[config.mk]
export PLATFORM = sky130hd
export DESIGN_NAME = axis_gain_offset_pipe_flat
export DESIGN_NICKNAME = d
export VERILOG_FILES = /design/src/rtl/axis_gain_offset_pipe_if.sv /design/src/rtl/axis_gain_offset_pipe.sv /design/src/flat_wrapper.sv
export SDC_FILE = /design/constraint.sdc
export NUM_CORES = 1
export LEC_CHECK = 0
export CAP_MARGIN = 5
export CORE_MARGIN = 1
export CORE_UTILIZATION = 45
export CTS_BUF_LIST = sky130_fd_sc_hd__clkbuf_8
export DETAILED_ROUTE_END_ITERATION = 8
export PLACE_DENSITY = 0.73
export SLEW_MARGIN = 25
export SYNTH_ARGS = -nofsm -noshare
export SYNTH_HDL_FRONTEND = slang
export SYNTH_SLANG_ARGS = --single-unit
[constraint.sdc]
create_clock -name clk -period 8.07 [get_ports clk]
set_input_delay 2.0175 -clock clk [delete_from_list [all_inputs] [get_ports clk]]
set_output_delay 2.0175 -clock clk [all_outputs]
set_load 0.02 [all_outputs]
[src/rtl/axis_gain_offset_pipe_if.sv]
// AXI-stream beat bundle used by the gain/offset pixel pipeline.
// master drives the beat (tvalid/tdata/tlast/tuser), slave returns tready.
interface axis_gain_offset_pipe_if #(
  parameter int DATA_W = 16,
  parameter int USER_W = 2
);
  logic              tvalid;
  logic              tready;
  logic [DATA_W-1:0] tdata;
  logic              tlast;
  logic [USER_W-1:0] tuser;

  modport master (output tvalid, output tdata, output tlast, output tuser, input tready);
  modport slave  (input tvalid, input tdata, input tlast, input tuser, output tready);
endinterface

[src/rtl/axis_gain_offset_pipe.sv]
// Elastic AXI-stream gain/offset pipeline with saturation, SOF-latched controls and frame-length check.
// Define AXIS_GAIN_OFFSET_PIPE_STATS_EN to add the frame_cnt / err_cnt statistics outputs.
module axis_gain_offset_pipe #(
  parameter int DATA_W    = 16,
  parameter int USER_W    = 2,
  parameter int STAGES    = 2,
  parameter int FRAC_W    = 3,
  parameter int FRAME_LEN = 100
) (
  input  logic                         clk,
  input  logic                         reset,
  input  logic                         bypass,
  input  logic [DATA_W-1:0]            ctrl1,
  input  logic [DATA_W-1:0]            ctrl2,
  axis_gain_offset_pipe_if.slave       s,
  axis_gain_offset_pipe_if.master      m,
  output logic                         frame_done,
  output logic                         len_err
`ifdef AXIS_GAIN_OFFSET_PIPE_STATS_EN
  ,
  output logic [31:0]                  frame_cnt,
  output logic [15:0]                  err_cnt
`endif
);

  localparam int PW    = 2 * DATA_W;
  localparam int MID   = (STAGES > 1) ? STAGES - 1 : 1;
  localparam int CNT_W = $clog2(FRAME_LEN + 1) + 1;
  localparam logic [DATA_W-1:0] UNITY = DATA_W'(1 << FRAC_W);

  logic              acc, sof;
  logic              bypass_sh;
  logic [DATA_W-1:0] gain_sh, offset_sh;
  logic              eff_byp;
  logic [DATA_W-1:0] eff_gain, eff_off;
  logic [PW-1:0]     p_in;
  logic [DATA_W-1:0] off_in;

  logic [STAGES-1:0] v, ld, lst, in_v, in_l;
  logic [USER_W-1:0] usr [STAGES];
  logic [USER_W-1:0] in_u [STAGES];
  logic [PW-1:0]     in_p [STAGES];
  logic [DATA_W-1:0] in_off [STAGES];
  logic [PW-1:0]     p_q [MID];
  logic [DATA_W-1:0] off_q [MID];
  logic [DATA_W-1:0] dat_q;

  logic [CNT_W-1:0]  cnt, cnt_nxt;
  logic              err_now;

  function automatic logic [DATA_W-1:0] sat_add(input logic [PW-1:0] p, input logic [DATA_W-1:0] off);
    logic [PW:0] y;
    y = {1'b0, p >> FRAC_W} + (PW+1)'(off);
    if (y > (PW+1)'({DATA_W{1'b1}})) return '1;
    return y[DATA_W-1:0];
  endfunction

  assign sof = s.tuser[0];
  assign acc = s.tvalid && s.tready;

  // An SOF beat uses the incoming controls directly, later beats use the shadows.
  // Bypass is folded into the datapath as (data << FRAC_W) + 0, so offset travels with each beat.
  always_comb begin
    eff_byp  = sof ? bypass : bypass_sh;
    eff_gain = sof ? ctrl1  : gain_sh;
    eff_off  = sof ? ctrl2  : offset_sh;
    if (eff_byp) begin
      p_in   = PW'(s.tdata) << FRAC_W;
      off_in = '0;
    end else begin
      p_in   = PW'(s.tdata) * PW'(eff_gain);
      off_in = eff_off;
    end
  end

  // Stage k may load if any stage at or after k is empty, or the output is taking.
  always_comb begin
    logic room;
    ld   = '0;
    room = m.tready;
    for (int unsigned i = 0; i < STAGES; i++) begin
      room               = room || !v[STAGES-1-i];
      ld[STAGES-1-i]     = room;
    end
  end

  always_comb begin
    in_v      = '0;
    in_l      = '0;
    in_u      = '{default: '0};
    in_p      = '{default: '0};
    in_off    = '{default: '0};
    in_v[0]   = s.tvalid;
    in_l[0]   = s.tlast;
    in_u[0]   = s.tuser;
    in_p[0]   = p_in;
    in_off[0] = off_in;
    for (int unsigned k = 1; k < STAGES; k++) begin
      in_v[k]   = v[k-1];
      in_l[k]   = lst[k-1];
      in_u[k]   = usr[k-1];
      in_p[k]   = p_q[k-1];
      in_off[k] = off_q[k-1];
    end
  end

  always_ff @(posedge clk) begin
    if (reset) begin
      v     <= '0;
      lst   <= '0;
      usr   <= '{default: '0};
      dat_q <= '0;
    end else begin
      for (int unsigned k = 0; k < STAGES; k++) begin
        if (ld[k]) v[k] <= in_v[k];
        if (ld[k] && in_v[k]) begin
          lst[k] <= in_l[k];
          usr[k] <= in_u[k];
        end
      end
      if (ld[STAGES-1] && in_v[STAGES-1])
        dat_q <= sat_add(in_p[STAGES-1], in_off[STAGES-1]);
    end
  end

  always_ff @(posedge clk) begin
    for (int unsigned k = 0; k + 1 < STAGES; k++) begin
      if (ld[k] && in_v[k]) begin
        p_q[k]   <= in_p[k];
        off_q[k] <= in_off[k];
      end
    end
  end

  assign s.tready = ld[0];
  assign m.tvalid = v[STAGES-1];
  assign m.tdata  = dat_q;
  assign m.tlast  = lst[STAGES-1];
  assign m.tuser  = usr[STAGES-1];

  always_ff @(posedge clk) begin
    if (reset) begin
      bypass_sh <= 1'b1;
      gain_sh   <= UNITY;
      offset_sh <= '0;
    end else if (acc && sof) begin
      bypass_sh <= bypass;
      gain_sh   <= ctrl1;
      offset_sh <= ctrl2;
    end
  end

  always_comb begin
    cnt_nxt = cnt;
    err_now = 1'b0;
    if (acc) begin
      if (sof) begin
        cnt_nxt = CNT_W'(1);
        err_now = (cnt != '0);
      end else if (cnt != '1) begin
        cnt_nxt = cnt + 1'b1;
      end
      if (s.tlast) err_now = err_now || (cnt_nxt != CNT_W'(FRAME_LEN));
    end
  end

  always_ff @(posedge clk) begin
    if (reset) begin
      cnt        <= '0;
      len_err    <= 1'b0;
      frame_done <= 1'b0;
    end else begin
      len_err    <= err_now;
      frame_done <= m.tvalid && m.tready && m.tlast;
      if (acc) cnt <= s.tlast ? '0 : cnt_nxt;
    end
  end

`ifdef AXIS_GAIN_OFFSET_PIPE_STATS_EN
  always_ff @(posedge clk) begin
    if (reset) begin
      frame_cnt <= '0;
      err_cnt   <= '0;
    end else begin
      if (frame_done) frame_cnt <= frame_cnt + 1'b1;
      if (len_err && err_cnt != '1) err_cnt <= err_cnt + 1'b1;
    end
  end
`endif

endmodule

[src/flat_wrapper.sv]
// flat-port wrapper written by rule: the top's interface ports become plain ports
module axis_gain_offset_pipe_flat 
#(
  parameter int DATA_W    = 16,
  parameter int USER_W    = 2,
  parameter int STAGES    = 2,
  parameter int FRAC_W    = 3,
  parameter int FRAME_LEN = 100
)
  (clk, reset, bypass, ctrl1, ctrl2, frame_done, len_err, s_tvalid, s_tdata, s_tlast, s_tuser, s_tready, m_tvalid, m_tdata, m_tlast, m_tuser, m_tready);
  axis_gain_offset_pipe_if #(.DATA_W(DATA_W), .USER_W(USER_W)) s_i ();
  axis_gain_offset_pipe_if #(.DATA_W(DATA_W), .USER_W(USER_W)) m_i ();
  input  logic clk;
  input  logic reset;
  input  logic bypass;
  input  logic [DATA_W-1:0] ctrl1;
  input  logic [DATA_W-1:0] ctrl2;
  output logic frame_done;
  output logic len_err;
  input wire logic [$bits(s_i.tvalid)-1:0] s_tvalid;
  input wire logic [$bits(s_i.tdata)-1:0] s_tdata;
  input wire logic [$bits(s_i.tlast)-1:0] s_tlast;
  input wire logic [$bits(s_i.tuser)-1:0] s_tuser;
  output wire logic [$bits(s_i.tready)-1:0] s_tready;
  output wire logic [$bits(m_i.tvalid)-1:0] m_tvalid;
  output wire logic [$bits(m_i.tdata)-1:0] m_tdata;
  output wire logic [$bits(m_i.tlast)-1:0] m_tlast;
  output wire logic [$bits(m_i.tuser)-1:0] m_tuser;
  input wire logic [$bits(m_i.tready)-1:0] m_tready;
  assign s_i.tvalid = s_tvalid;
  assign s_i.tdata = s_tdata;
  assign s_i.tlast = s_tlast;
  assign s_i.tuser = s_tuser;
  assign s_tready = s_i.tready;
  assign m_tvalid = m_i.tvalid;
  assign m_tdata = m_i.tdata;
  assign m_tlast = m_i.tlast;
  assign m_tuser = m_i.tuser;
  assign m_i.tready = m_tready;
  axis_gain_offset_pipe #(.DATA_W(DATA_W), .USER_W(USER_W), .STAGES(STAGES), .FRAC_W(FRAC_W), .FRAME_LEN(FRAME_LEN)) u_core (.clk(clk), .reset(reset), .bypass(bypass), .ctrl1(ctrl1), .ctrl2(ctrl2), .s(s_i), .m(m_i), .frame_done(frame_done), .len_err(len_err));
endmodule
==> run_results.csv <==
group,metric,value,unit
sta,rsz0062_at_grt,"true",
clocking,cts_root_buf,"clkbuf_8",
detailed_routing,avgViaCountPerCell,5.40,
critical_path,crit_slowest_cell,"fa_1",
status,status,"complete, no violations",
yosys,synth_seq_cells,112,
clocking,htree_levels,3,
detailed_routing,wl,34.2,mm
grt,grt_pass1_wl,56.3,mm
clocking,clock_latency,0.40,ns
critical_path,cp_common_cell,"fa_1",
finish,seq_area,2690,sq um
detailed_routing,first_iter_violations,774,
clocking,tritoncts,"yes",
job,drv_cap,0,
sta,clock-skew-final,0.0144,ns
power,pwr-share-clk,0.067,
finish,diodes,0,
floorplanning,start_util,0.459,
clocking,cts_num_sinks,112,
yosys,synth-edff-count,45,
finish,fin_cells,2121,
sta,fin_hold_ws,0.458,ns
yosys,syn-cell-area,14100,sq um
grt,grt_max_degree,68,
finish,syn2layout_area_growth,15.4,%
floorplanning,rows,64,
yosys,postSynthCellCount,1592,
min_path,min_path_type,"flip-flop to flip-flop",
finish,nNetsFinal,2091,
yosys,syn_avg_cell_area,8.85,sq um
power,p_int,0.00270,W
floorplanning,core_area,30700,sq um
power,p_switching,0.00241,W
power,p_per_area,315,nW/um^2
yosys,ys_top_cells_by_area,"fa_1 28%, ha_1 11%, edfxtp_1 9.6%",
critical_path,cp-end-kind,"flip-flop",
detailed_routing,num_vias,11500,
yosys,synth_cell_type_count,64,
sta,post-route-period-util,0.969,
power,power_frac_seq,0.148,
floorplanning,die_area,32000,sq um
critical_path,path_class,"input port to flip-flop",
power,peakVddDrop,0.291,mV
finish,layout-drive-gt1-share,0.0922,
power,finalPower,0.00512,W
placed_design,place_inst,2103,
yosys,yosysWarningCount,0,
detailed_routing,wire_per_inst,16.1,microns
clocking,numCtsBuffers,9,
sta,fin_crit,7.82,ns
detailed_routing,ant_nets,0,
detailed_routing,drc,0,
yosys,yosysTopAreaCell,"fa_1",
sta,fmax,0.128,GHz
detailed_routing,drtPass1Iterations,7,
clocking,clk_pin_slew,0.11,ns
floorplanning,dieHeight,179,microns
finish,final_util,0.530,
grt,track_usage,0.222,
critical_path,cp_max_fo,13,
floorplanning,boundaryPins,79,
finish,multiInputGateArea,10300,sq um
critical_path,start_kind,"input port",
power,combPwrFrac,0.785,
critical_path,critPathRequiredTime,8.34,ns
sta,slew_viol_final,0,
sta,slew_headroom,0.532,
critical_path,crit_family,"adder cells",
sta,tightest_slew,0.702,ns
critical_path,cp.buffers_inverters,6,
sta,setup_viol,0,
power,swShare,0.472,
floorplanning,die_w,179,microns
critical_path,cp.arrival,8.09,ns
grt,antenna_found_initial,0,
critical_path,critPathMaxStageDelay,0.54,ns
grt,gr-total-overflow,0,
placed_design,dp_hpwl,27.9,mm
power,power_leakage,7.62,nW
yosys,synth.top_cell.area_share,0.277,
critical_path,crit_chain,"clkdlybuf4s50_1 -> mux2i_2 -> buf_12 -> nor2b_1 -> fa_1 -> inv_1 -> fa_1 -> fa_1 -> inv_1 -> fa_1 -> fa_1 -> inv_1 -> fa_1 -> inv_1 -> ha_2 -> and3_1 -> o211ai_1 -> a21o_1 -> a21oi_2 -> o2111ai_1 -> a2111o_1 -> nand3_1",
placed_design,port_buffers,78,
grt,grt_pass1_vias,11500,
yosys,synthFlopType,"dfxtp_1",
clocking,clockBufferDepth,2,
placed_design,place.gp.congestion,0.892,
yosys,synthesis.nets,1963,
yosys,async_flop_share,0,
finish,fillers,2758,
sta,finalHoldViolCount,0,
yosys,yosysSeqAreaShare,0.191,
-- metal layers --
metal	wire length (microns)	global-route usage	share of wire
met4	831	0.0766	0.024
met3	2000	0.0280	0.059
met5	0	0	0
met2	16200	0.365	0.47
met1	15100	0.301	0.44
-- final timing paths --
| check | startpoint | end | slack, ns | cells after the start |
|---|---|---|---|---|
| min reg2reg | u_core.offset_sh[6] | u_core.offset_sh[6] | 0.46 | 2 |
| max reg2reg | u_core.gain_sh[6] | u_core.p_q[0][27] | 1.98 | 21 |
| max | ctrl1[6] | u_core.p_q[0][27] | 0.25 | 22 |
| min | u_core.offset_sh[6] | u_core.offset_sh[6] | 0.46 | 2 |
-- power groups by stage --
stage / Combinational [W] / Sequential (W) / Clock [W]
after floorplan: 0.00260 / 0.000759 / 0
after global placement: 0.00379 / 0.000769 / 0
after detailed placement: 0.00384 / 0.000772 / 0
after CTS: 0.00387 / 0.000759 / 0.000349
after global routing: 0.00454 / 0.000767 / 0.000369
final: 0.00402 / 0.000759 / 0.000340
-- layout by cell type, fill, tap and decap left out, types with 18 or more instances in the layout --
master           count
a21o_1              19
a21oi_1             70
and2_1              75
buf_4               97
clkdlybuf4s50_1     76
dfxtp_1             67
edfxtp_1            45
fa_1               195
ha_1               118
inv_1              247
mux2i_1             24
nand2_1            261
nand3_1             19
nor2_1              71
nor2b_1             53
nor3_1              18
o21ai_0             23
-- sequential cells by signal (all words and copies together), names as in the netlist --
| name | flops |
|---|---|
| u_core.m.tuser | 2 |
| u_core.bypass_sh | 1 |
| u_core.off_q | 16 |
| u_core.lst | 2 |
| u_core.m.tdata | 16 |
| u_core.len_err | 1 |
| u_core.cnt | 8 |
| u_core.v | 2 |
| u_core.p_q | 29 |
| u_core.in_u | 2 |
| u_core.gain_sh | 16 |
| u_core.offset_sh | 16 |
| u_core.frame_done | 1 |
-- cell usage after synthesis (14+ instances only) --
cell type and n:
nor3_1 18, a21oi_1 75, xnor2_1 16, ha_1 120, a211oi_1 17, edfxtp_1 45, and3_1 16, dfxtp_1 67
nand2_1 261, clkbuf_1 61, nand3_1 19, nor2b_1 53, o21ai_0 24, a21o_1 19, nor2_1 71, fa_1 195
and2_1 75, mux2i_1 26, a311oi_1 17, inv_1 248, xor2_1 14
-- per-stage QoR --
step | setup slack [ns] | cell area [sq um] | TNS, ns
detailed placement | -0.359 | 16000 | -2.00
finish | 0.248 | 16300 | 0
global placement | -0.122 | 16000 | -0.639
floorplan | -0.0103 | 14100 | -0.0103
global route | -0.0554 | 16300 | -0.134
CTS | 0.0318 | 16200 | 0
-- worst register-to-register path, delay by kind of cell (launching register included) --
kind	cells	cell delay (ns)
buffers and inverters	5	0.38
flip-flops	1	0.33
multiplexers	1	0.23
AND/OR/NAND/NOR	3	0.34
adder cells (fa/ha/maj)	7	3.45
AO/OA/AOI/OAI	5	1.25
-- area by class of cell --
cell class	instances	area share
multi-input cells	1166	0.633
clock buffers	9	0.00762
repair buffers	183	0.102
well taps	396	0.0305
inverters	248	0.0572
clock inverters	7	0.00431
flip-flops and latches	112	0.166
-- logic make-up (layout without fill, tap and decap cells) --
| kind of cell | Yosys count | count (layout) | share of synthesized area |
|---|---|---|---|
| flip-flops | 112 | 112 | 0.191 |
| AO/OA/AOI/OAI | 223 | 223 | 0.103 |
| AND/OR/NAND/NOR | 557 | 557 | 0.188 |
| XOR/XNOR | 30 | 30 | 0.0186 |
| buffers and inverters | 314 | 447 | 0.0844 |
| multiplexers | 41 | 41 | 0.0305 |
| adder cells (fa/ha/maj) | 315 | 315 | 0.384 |
-- what timing repair did --
| item | CTS | global route |
|---|---|---|
| hold buffers | 0 | 0 |
| buffers inserted | 0 | 2 |
| resized for setup | 0 | 14 |
| endpoints found under the setup margin | 0 | 10 |
No activity file was read; power rests on OpenSTA's default activity.
